## config.mk

```make
export PLATFORM = sky130hd
export DESIGN_NAME = cpu_output_fifo_flat
export DESIGN_NICKNAME = d
export VERILOG_FILES = /design/src/rtl/cpu_pkg.sv /design/src/rtl/cpu_output_fifo_if.sv /design/src/rtl/fifo_ptr.sv /design/src/rtl/cpu_output_fifo.sv /design/src/flat_wrapper.sv
export SDC_FILE = /design/constraint.sdc
export NUM_CORES = 1
export LEC_CHECK = 0
export CAP_MARGIN = 10
export CORE_UTILIZATION = 48
export CTS_BUF_LIST = sky130_fd_sc_hd__clkbuf_2 sky130_fd_sc_hd__clkbuf_4 sky130_fd_sc_hd__clkbuf_8
export CTS_CLUSTER_SIZE = 28
export DETAILED_ROUTE_END_ITERATION = 6
export GPL_TIMING_DRIVEN = 0
export HOLD_SLACK_MARGIN = 0.12
export PLACE_DENSITY_LB_ADDON = 0.05
export SLEW_MARGIN = 20
export SYNTH_ARGS = -nofsm -noshare
export SYNTH_HDL_FRONTEND = slang
export SYNTH_SLANG_ARGS = --single-unit
```

## constraint.sdc

```tcl
create_clock -name clk -period 1.8 [get_ports clk]
set_input_delay 0.45 -clock clk [delete_from_list [all_inputs] [get_ports clk]]
set_output_delay 0.45 -clock clk [all_outputs]
set_load 0.01 [all_outputs]
```

## src/rtl/cpu_pkg.sv

```systemverilog
// Types and constants shared between the 3-bit CPU and its output-port FIFO.
package cpu_pkg;

    localparam int DATA_WIDTH = 3;

    typedef logic [DATA_WIDTH-1:0] out_word_t;

endpackage : cpu_pkg

```

## src/rtl/cpu_output_fifo_if.sv

```systemverilog
// Push/drain/status bundle between the CPU output port, the FIFO and its consumer.
interface cpu_output_fifo_if
    import cpu_pkg::*;
#(
    parameter int DEPTH = 4
) ();

    localparam int ADDR_WIDTH = $clog2(DEPTH);

    logic                wr_en;
    out_word_t           wr_data;
    logic                rd_valid;
    logic                rd_ready;
    out_word_t           rd_data;
    logic [ADDR_WIDTH:0] count;
    logic                full;
    logic                overflow;
    logic                clear_ovf;

    modport master (
        output wr_en, wr_data, rd_ready, clear_ovf,
        input  rd_valid, rd_data, count, full, overflow
    );

    modport slave (
        input  wr_en, wr_data, rd_ready, clear_ovf,
        output rd_valid, rd_data, count, full, overflow
    );

endinterface : cpu_output_fifo_if

```

## src/rtl/fifo_ptr.sv

```systemverilog
// Wrap-around FIFO pointer; wraps modulo 2**ADDR_WIDTH through natural overflow.
module fifo_ptr #(
    parameter int ADDR_WIDTH = 2
) (
    input  logic                  clk,
    input  logic                  reset,
    input  logic                  inc,
    output logic [ADDR_WIDTH-1:0] ptr
);

    logic [ADDR_WIDTH-1:0] ptr_r;

    // Pointer register: cleared asynchronously, advances by one when enabled.
    always_ff @(posedge clk or negedge reset) begin
        if (!reset) begin
            ptr_r <= {ADDR_WIDTH{1'b0}};
        end else if (inc) begin
            ptr_r <= ptr_r + ADDR_WIDTH'(1'b1);
        end else begin
            ptr_r <= ptr_r;
        end
    end

    assign ptr = ptr_r;

endmodule : fifo_ptr

```

## src/rtl/cpu_output_fifo.sv

```systemverilog
// Buffers CPU output-port writes for a slower valid/ready consumer and flags
// any value dropped while full with a sticky overflow bit.
module cpu_output_fifo
    import cpu_pkg::*;
#(
    parameter  int DEPTH      = 4,
    localparam int ADDR_WIDTH = $clog2(DEPTH)
) (
    input  logic                     clk,
    input  logic                     reset,
    cpu_output_fifo_if.slave         bus
);

    localparam logic [ADDR_WIDTH:0] CNT_FULL = (ADDR_WIDTH+1)'(DEPTH);
    localparam logic [ADDR_WIDTH:0] CNT_ONE  = (ADDR_WIDTH+1)'(1'b1);
    localparam logic [ADDR_WIDTH:0] CNT_ZERO = {(ADDR_WIDTH+1){1'b0}};

    out_word_t             mem_r [DEPTH];
    logic [ADDR_WIDTH:0]   count_r;
    logic                  overflow_r;
    logic [ADDR_WIDTH-1:0] wr_ptr_s;
    logic [ADDR_WIDTH-1:0] rd_ptr_s;
    logic                  rd_valid_s;
    logic                  full_s;
    logic                  pop_s;
    logic                  push_s;
    logic                  drop_s;
    out_word_t             rd_data_s;

    fifo_ptr #(.ADDR_WIDTH(ADDR_WIDTH)) u_wr_ptr (
        .clk   (clk),
        .reset (reset),
        .inc   (push_s),
        .ptr   (wr_ptr_s)
    );

    fifo_ptr #(.ADDR_WIDTH(ADDR_WIDTH)) u_rd_ptr (
        .clk   (clk),
        .reset (reset),
        .inc   (pop_s),
        .ptr   (rd_ptr_s)
    );

    // Handshake decode; a pop in the same cycle frees a slot for a push when full.
    always_comb begin
        rd_valid_s = (count_r != CNT_ZERO);
        full_s     = (count_r == CNT_FULL);
        pop_s      = rd_valid_s && bus.rd_ready;
        push_s     = bus.wr_en && (!full_s || pop_s);
        drop_s     = bus.wr_en && full_s && !pop_s;
    end

    // Storage array; contents are don't-care until written, so no reset.
    always_ff @(posedge clk) begin
        if (push_s) begin
            mem_r[wr_ptr_s] <= bus.wr_data;
        end
    end

    // Occupancy counter; simultaneous push and pop cancel out.
    always_ff @(posedge clk or negedge reset) begin
        if (!reset) begin
            count_r <= CNT_ZERO;
        end else begin
            case ({push_s, pop_s})
                2'b10:   count_r <= count_r + CNT_ONE;
                2'b01:   count_r <= count_r - CNT_ONE;
                default: count_r <= count_r;
            endcase
        end
    end

    // Sticky overflow; a drop in the same cycle as clear_ovf keeps it set.
    always_ff @(posedge clk or negedge reset) begin
        if (!reset) begin
            overflow_r <= 1'b0;
        end else if (drop_s) begin
            overflow_r <= 1'b1;
        end else if (bus.clear_ovf) begin
            overflow_r <= 1'b0;
        end else begin
            overflow_r <= overflow_r;
        end
    end

    // Head entry, forced to zero while empty so stale storage never leaks out.
    always_comb begin
        if (rd_valid_s) begin
            rd_data_s = mem_r[rd_ptr_s];
        end else begin
            rd_data_s = {DATA_WIDTH{1'b0}};
        end
    end

    assign bus.rd_valid = rd_valid_s;
    assign bus.rd_data  = rd_data_s;
    assign bus.count    = count_r;
    assign bus.full     = full_s;
    assign bus.overflow = overflow_r;

endmodule : cpu_output_fifo

```

## src/flat_wrapper.sv

```systemverilog
// flat-port wrapper written by rule: the top's interface ports become plain ports
module cpu_output_fifo_flat import cpu_pkg::*;
#(
    parameter  int DEPTH      = 4,
    localparam int ADDR_WIDTH = $clog2(DEPTH)
)
  (clk, reset, bus_wr_en, bus_wr_data, bus_rd_ready, bus_clear_ovf, bus_rd_valid, bus_rd_data, bus_count, bus_full, bus_overflow);
  cpu_output_fifo_if #(.DEPTH(DEPTH)) bus_i ();
  input  logic clk;
  input  logic reset;
  input wire logic [$bits(bus_i.wr_en)-1:0] bus_wr_en;
  input wire logic [$bits(bus_i.wr_data)-1:0] bus_wr_data;
  input wire logic [$bits(bus_i.rd_ready)-1:0] bus_rd_ready;
  input wire logic [$bits(bus_i.clear_ovf)-1:0] bus_clear_ovf;
  output wire logic [$bits(bus_i.rd_valid)-1:0] bus_rd_valid;
  output wire logic [$bits(bus_i.rd_data)-1:0] bus_rd_data;
  output wire logic [$bits(bus_i.count)-1:0] bus_count;
  output wire logic [$bits(bus_i.full)-1:0] bus_full;
  output wire logic [$bits(bus_i.overflow)-1:0] bus_overflow;
  assign bus_i.wr_en = bus_wr_en;
  assign bus_i.wr_data = bus_wr_data;
  assign bus_i.rd_ready = bus_rd_ready;
  assign bus_i.clear_ovf = bus_clear_ovf;
  assign bus_rd_valid = bus_i.rd_valid;
  assign bus_rd_data = bus_i.rd_data;
  assign bus_count = bus_i.count;
  assign bus_full = bus_i.full;
  assign bus_overflow = bus_i.overflow;
  cpu_output_fifo #(.DEPTH(DEPTH)) u_core (.clk(clk), .reset(reset), .bus(bus_i));
endmodule
```

==> metrics.md, run 1 <==
| Metric | Value |
|---|---|
| Status | finished with violations |
| Failing checks | negative setup slack |
| Switch Pwr | 0.613 mW |
| Total routed wirelength | 1.49 mm |
| Synth Area in Compound Gates | 0.540% |
| H-tree depth | 1 |
| Combinational family with the most area after synthesis | simple AND/OR/NAND/NOR gates |
| Starting Density | 52.6% |
| Post-Synth Adder-Cell Area | 8.91% |
| #FFs+latches synth | 20 |
| Hold Path Class | input pin to asynchronous set/reset pin |
| Largest net degree at the start of global routing | 12 |
| Switching Share | 33.3% |
| DIE HEIGHT | 46.0 µm |
| Cell count after synthesis | 62 |
| Number of I/O port buffers | 16 |
| Row cnt | 15 |
| Post-synth EDFFs | 12 |
| Final critical-path required period | 1.97 ns |
| Max-cap viol count | 0 |
| Dominant cells by area after synthesis | edfxtp_1 39%, dfrtp_1 22%, mux4_2 7.3% |
| Final instance area | 0.00123 mm² |
| Antenna cells | 0 |
| VDD IR max | 884 µV |
| Total CTS buffers | 3 |
| First-pass DRT Iterations | 2 |
| Drt drc | 0 |
| Worst-Margin Slew | 0.375 ns |
| Crit start category | register |
| Num ports | 17 |
| Max Root-Sink Buffers | 2 |
| Clock Latency Late Sink | 0.29 ns |
| Yosys cell types | 21 |
| Pwr dens | 1500 mW/mm² |
| Nets | 106 |
| Clk network pwr share | 11.4% |
| Vias in the first global route | 547 |
| Min setup slack post-route | -0.173 ns |
| Worst hold slack | 0.423 ns |
| Top FF cell, synth | edfxtp_1 |
| Peak Freq | 507 MHz |
| Hold Violations, Final | 0 |
| Seq pwr share | 39.7% |
| Share of the clock period used by the worst path | 110% |
| Syn nets | 76 |
| Internal power | 1.23 mW |
| Area grow syn2layout | 32.5% |
| Synth cell count leaders | 12 x edfxtp_1, 8 x dfrtp_1, 7 x and2_1, 7 x inv_1, 5 x ha_1 |
| Congestion Overflow GR | 0 |
| Top-count cell post-synth | edfxtp_1 |
| CTS Root Cell | clkbuf_4 |
| WS Path Type | register to register |
| First-pass GRT wire length | 2.48 mm |
| Post-synthesis simple-gate area fraction | 10.9% |
| Starting DRT DRC Count | 3 |
| Slew margin rel. | 74.9% |
| Routed Antenna Nets | 0 |
| Max Slew Vio Count | 0 |
| CP arrival | 2.20 ns |
| Ys Warns | 0 |
| Routability cong. | 0.653 |
| RSZ-0062 raised after global routing | true |
| Total track usage | 17.5% |
| Xor/xnor cell area share of the yosys netlist | 5.67% |
| Post-synth top area share | 38.9% |
| CTS clock-pin slew for the worst setup and hold paths | 0.11 ns |
| Comb pwr share | 48.9% |
| Post-synthesis mux area share | 9.58% |
| Vias | 542 |
| Syn Std Cell Area | 927 µm² |
| Filler cell count | 150 |
| Clock skew | 0.00208 ns |
| Share of layout cells above drive strength 1 | 35.2% |
| Hpwl dp | 1.09 mm |
| CP Data Required Time | 2.03 ns |
| Placement Setup Slack | -0.760 ns |
| Drt wl/cell | 12.8 µm |
| Leading area contributor after synthesis | edfxtp_1 |
| CP Max Fanout | 3 |
| Final setup viols | 6 |
| CTS tree | yes |
| Sequential fraction of the synthesis area | 60.5% |
| Die area | 0.00211 mm² |
| Core area | 0.00176 mm² |
| Placed Instance Area | 0.00115 mm² |
| Critical path endpoint category | register |
| Clk sinks | 20 |
| Avg Cell Area, Syn | 15.0 µm² |
| Die W | 46.0 µm |
| Lkg Pwr | 0.525 nW |
| Via density | 4.67 |
| Share of flip-flops with an asynchronous set or reset | 40.0% |
| Initial antenna violation count | 0 |
-- worst max-delay path: stages (launching register included) --
cell and delay [ns]:
dfrtp_2 0.45, nor4b_4 0.37, nor2b_4 0.08, inv_2 0.08, ha_4 0.13, inv_2 0.04
fa_2 0.32, xor2_1 0.17, nor2_1 0.13, xor2_1 0.15
-- registers in the layout (all words and copies together), names as in the netlist --
name,cells
u_core.bus.count,3
u_core.u_rd_ptr.ptr,2
u_core.mem_r,12
u_core.u_wr_ptr.ptr,2
u_core.bus.overflow,1
-- stage by stage --
step | total power, mW | setup TNS [ns] | std cells | util [%]
2_1_floorplan | 1.27 | -0.230 | 62 | -
3_3_place_gp | 1.58 | -4.40 | 103 | 65.2
3_5_place_dp | 1.60 | -4.18 | 103 | 65.2
4_1_cts | 1.86 | -0.814 | 116 | 69.9
5_1_grt | 1.97 | -1.15 | 116 | 69.6
6_report | 1.84 | -0.802 | 116 | 69.6
-- placed cells by master (no fill, tap or decap), drive strengths merged --
cell type,n
clkdlybuf4s50,7
clkbuf,3
buf,16
dlymetal6s2s,1
xor2,3
mux2i,1
inv,7
o21ai,1
mux4,3
ha,5
clkinv,1
nor4b,1
dfrtp,8
and3,1
and2,8
edfxtp,12
nor2b,1
dlygate4sd2,3
xnor2,3
nand2,1
fa,1
nor2,1
mux2,1
nand3,1
or3,1
-- worst paths after layout --
path                                startpoint                endpoint  slack, ns  cells past startpoint
max                        u_core.bus.count[0]     u_core.bus.count[2]      -0.17                      9
min in group clk           u_core.bus.overflow     u_core.bus.overflow       0.55                      2
min                                      reset  u_core.u_rd_ptr.ptr[1]       0.42                      1
max reg2reg                u_core.bus.count[0]     u_core.bus.count[2]      -0.17                      9
min reg2reg                u_core.bus.overflow     u_core.bus.overflow       0.55                      2
max in group asynchronous                reset     u_core.bus.count[0]       1.09                      1
-- cells by family (layout without fill, tap and decap cells) --
| kind of cell | after synthesis | after routing |
|---|---|---|
| AO/OA/AOI/OAI | 1 | 1 |
| XOR/XNOR | 6 | 6 |
| adder cells (fa/ha/maj) | 6 | 6 |
| buffers and inverters | 9 | 38 |
| flip-flops | 20 | 20 |
| multiplexers | 5 | 5 |
| AND/OR/NAND/NOR | 15 | 15 |
-- metal layers --
layer | wire length (µm) | track usage, % | up-vias
met5 | 0 | 0 | -
met4 | 25 | 8.82 | 0
met3 | 56 | 3.97 | 4
met2 | 779 | 29.0 | 12
met1 | 627 | 21.0 | 260
li1 | - | - | 266
-- power by group through the flow --
stage                     clock network (mW)  logic [mW]  registers [mW]
after floorplan                            0       0.520           0.754
after global placement                     0       0.829           0.755
after detailed placement                   0       0.841           0.762
after CTS                              0.214       0.916           0.731
after global routing                   0.226       0.998           0.747
final                                  0.211       0.901           0.731
-- cell type report --
cell class / instances / area (µm²) / share of cell area (%)
Multi-Input combinational cell: 33 / 359 / 29.2
Clock inverter: 1 / 3.75 / 0.305
Tap cell: 25 / 31.3 / 2.55
Timing Repair Buffer: 25 / 201 / 16.4
Buffer: 2 / 22.5 / 1.83
Inverter: 7 / 26.3 / 2.14
Sequential cell: 20 / 562 / 45.7
Clock buffer: 3 / 22.5 / 1.83
-- repair_timing --
item | 4_1_cts | 5_1_grt
endpoints found under the setup margin | 7 | 8
setup buffers | 9 | 0
cloned | 0 | 0
gates resized for setup | 26 | 3
hold endpoints to repair | 0 | 0
hold buffers | 0 | 0
pin swaps | 8 | 0
Power figures use the tool's default switching activity.
==> run 2, diff against run 1 <==
Settings changed: CORE_MARGIN set to 4, CORE_UTILIZATION 48 to 50, MAX_ROUTING_LAYER set to met4.
Clock period 1.8 ns to 2.5 ns, I/O delays scaled along.
==> metrics.md, run 2 (synthesized netlist as in run 1, its figures left out) <==
| Metric | Value |
|---|---|
| Status | complete, no violations |
| Via density | 4.71 |
| Slowest stage delay, CP | 0.48 ns |
| Filler cell count | 149 |
| Crit path from | u_core.bus.count[0] |
| Final instance area | 0.00116 mm² |
| Crit Reg-Reg Startpoint | u_core.bus.count[0] |
| Cell Chain, Critical Path | or3_1, buf_2, clkdlybuf4s50_1 |
| Starting DRT DRC Count | 8 |
| Comb pwr share | 44.3% |
| Most frequent cells in the layout | 12 x clkdlybuf4s50_1, 12 x edfxtp_1, 8 x dfrtp_1, 7 x inv_1, 7 x and2_1 |
| Crit start category | register |
| Clk network pwr share | 12.8% |
| Critical path endpoint category | primary output |
| Power Total | 1.25 mW |
| Vias in the first global route | 515 |
| Hpwl dp | 1.09 mm |
| First-pass GRT wire length | 2.35 mm |
| Slew margin rel. | 76.1% |
| Hold Path Class | register to register |
| DIE HEIGHT | 51.1 µm |
| CP arrival | 1.75 ns |
| Routed Antenna Nets | 0 |
| Met2 usage | 20.4% |
| Kind of cell adding the most delay to the critical path | buffers and inverters |
| Pwr dens | 1080 mW/mm² |
| Max Slew Vio Count | 0 |
| First-pass DRT Iterations | 4 |
| Number of I/O port buffers | 16 |
| Area grow syn2layout | 25.0% |
| Worst-Margin Slew | 0.357 ns |
| CP Data Required Time | 1.88 ns |
| Max-cap viol count | 0 |
| Bufs and invs on worst path | 2 |
| Row cnt | 15 |
| Total routed wirelength | 1.31 mm |
| Num ports | 17 |
| GRT met1 Usage | 15.7% |
| Total track usage | 12.8% |
| Seq pwr share | 42.9% |
| Share of layout cells above drive strength 1 | 14.6% |
| Max FFs per register | 12 |
| H-tree depth | 1 |
| Switching Share | 32.0% |
| Internal power | 0.846 mW |
| Peak Freq | 421 MHz |
| Initial antenna violation count | 0 |
| WS Path Type | register to primary output |
| Starting Density | 53.1% |
| Die area | 0.00261 mm² |
| Final setup viols | 0 |
| Worst hold slack | 0.532 ns |
| Antenna cells | 0 |
| RSZ-0062 raised after global routing | false |
| Routability cong. | 0.864 |
| Hold Violations, Final | 0 |
| Lkg Pwr | 0.481 nW |
| Share of the clock period used by the worst path | 95.1% |
| Vias | 504 |
| Drt drc | 0 |
| Hold path start | u_core.bus.count[2] |
| Drt wl/cell | 12.2 µm |
| Total CTS buffers | 3 |
| Biggest register | u_core.mem_r |
| Switch Pwr | 0.399 mW |
| Clk sinks | 20 |
| Min setup slack post-route | 0.123 ns |
| Top Usage Layer GRT | met2 |
| Clock skew | 0.00449 ns |
| Placement Setup Slack | -0.277 ns |
| Largest net degree at the start of global routing | 12 |
| CTS Root Cell | clkbuf_4 |
| Die W | 51.1 µm |
| CP Max Fanout | 6 |
| CTS tree | yes |
| Core area | 0.00175 mm² |
| Clock Latency Late Sink | 0.28 ns |
| Placed Instance Area | 0.00112 mm² |
| VDD IR max | 599 µV |
| Max Root-Sink Buffers | 2 |
| Congestion Overflow GR | 0 |
| Final critical-path required period | 2.38 ns |
| Nets | 97 |
| CTS clock-pin slew for the worst setup and hold paths | 0.10 ns |
| Global routing usage on met3 | 2.92% |
| CP max stage cell | clkdlybuf4s50_1 |
==> run 2: per-layer routing <==
metal  wire length, µm  vias to the layer above
met5                 0                        -
met4                13                        0
met3                58                        2
met2               657                       12
met1               578                      239
li1                  -                      251
==> run 2: cell type report <==
cell class,instances,area [µm²],share of cell area [%]
inverters,7,26.3,2.27
flip-flops and latches,20,561,48.4
repair buffers,16,159,13.7
well taps,25,31.3,2.70
multi-input cells,33,339,29.3
clock buffers,4,30.0,2.59
plain buffers,2,12.5,1.08
==> run 2: through the flow <==
stage	util [%]	setup TNS (ns)	cells
3_3_place_gp	64.1	-0.332	103
6_report	66.4	0	107
5_1_grt	66.4	0	107
3_5_place_dp	64.1	-0.363	103
4_1_cts	65.7	0	107
2_1_floorplan	-	0	62
==> run 2: path summary, 6_finish.rpt <==
kind	to	slack, ns	cells after the start
max	bus_rd_valid	0.12	3
min	u_core.bus.count[2]	0.53	1
max reg2reg	u_core.bus.count[2]	0.37	9
min reg2reg	u_core.bus.count[2]	0.53	1
max in group asynchronous	u_core.bus.overflow	1.64	1
min in group asynchronous	u_core.u_wr_ptr.ptr[1]	0.60	1
==> run 2: worst reg2reg max path, cell delays in order (launching register included) <==
cell	delay, ns
dfrtp_1	0.46
nor4b_4	0.36
nor2b_2	0.13
inv_1	0.08
ha_1	0.18
inv_1	0.06
fa_1	0.37
xor2_1	0.16
nor2_1	0.11
xor2_1	0.15
==> run 2: power groups by stage <==
stage / Combinational (mW) / Sequential, mW / Clock, mW
global route: 0.622 / 0.548 / 0.189
CTS: 0.560 / 0.531 / 0.165
finish: 0.551 / 0.535 / 0.159
detailed placement: 0.579 / 0.538 / 0
floorplan: 0.346 / 0.535 / 0
global placement: 0.569 / 0.533 / 0
==> run 2: what timing repair did <==
action	in CTS	in global routing
hold buffers	0	0
pin swaps	0	1
endpoints found under the setup margin	3	1
hold endpoints to repair	0	0
gates resized for setup	4	2
setup buffers	0	0
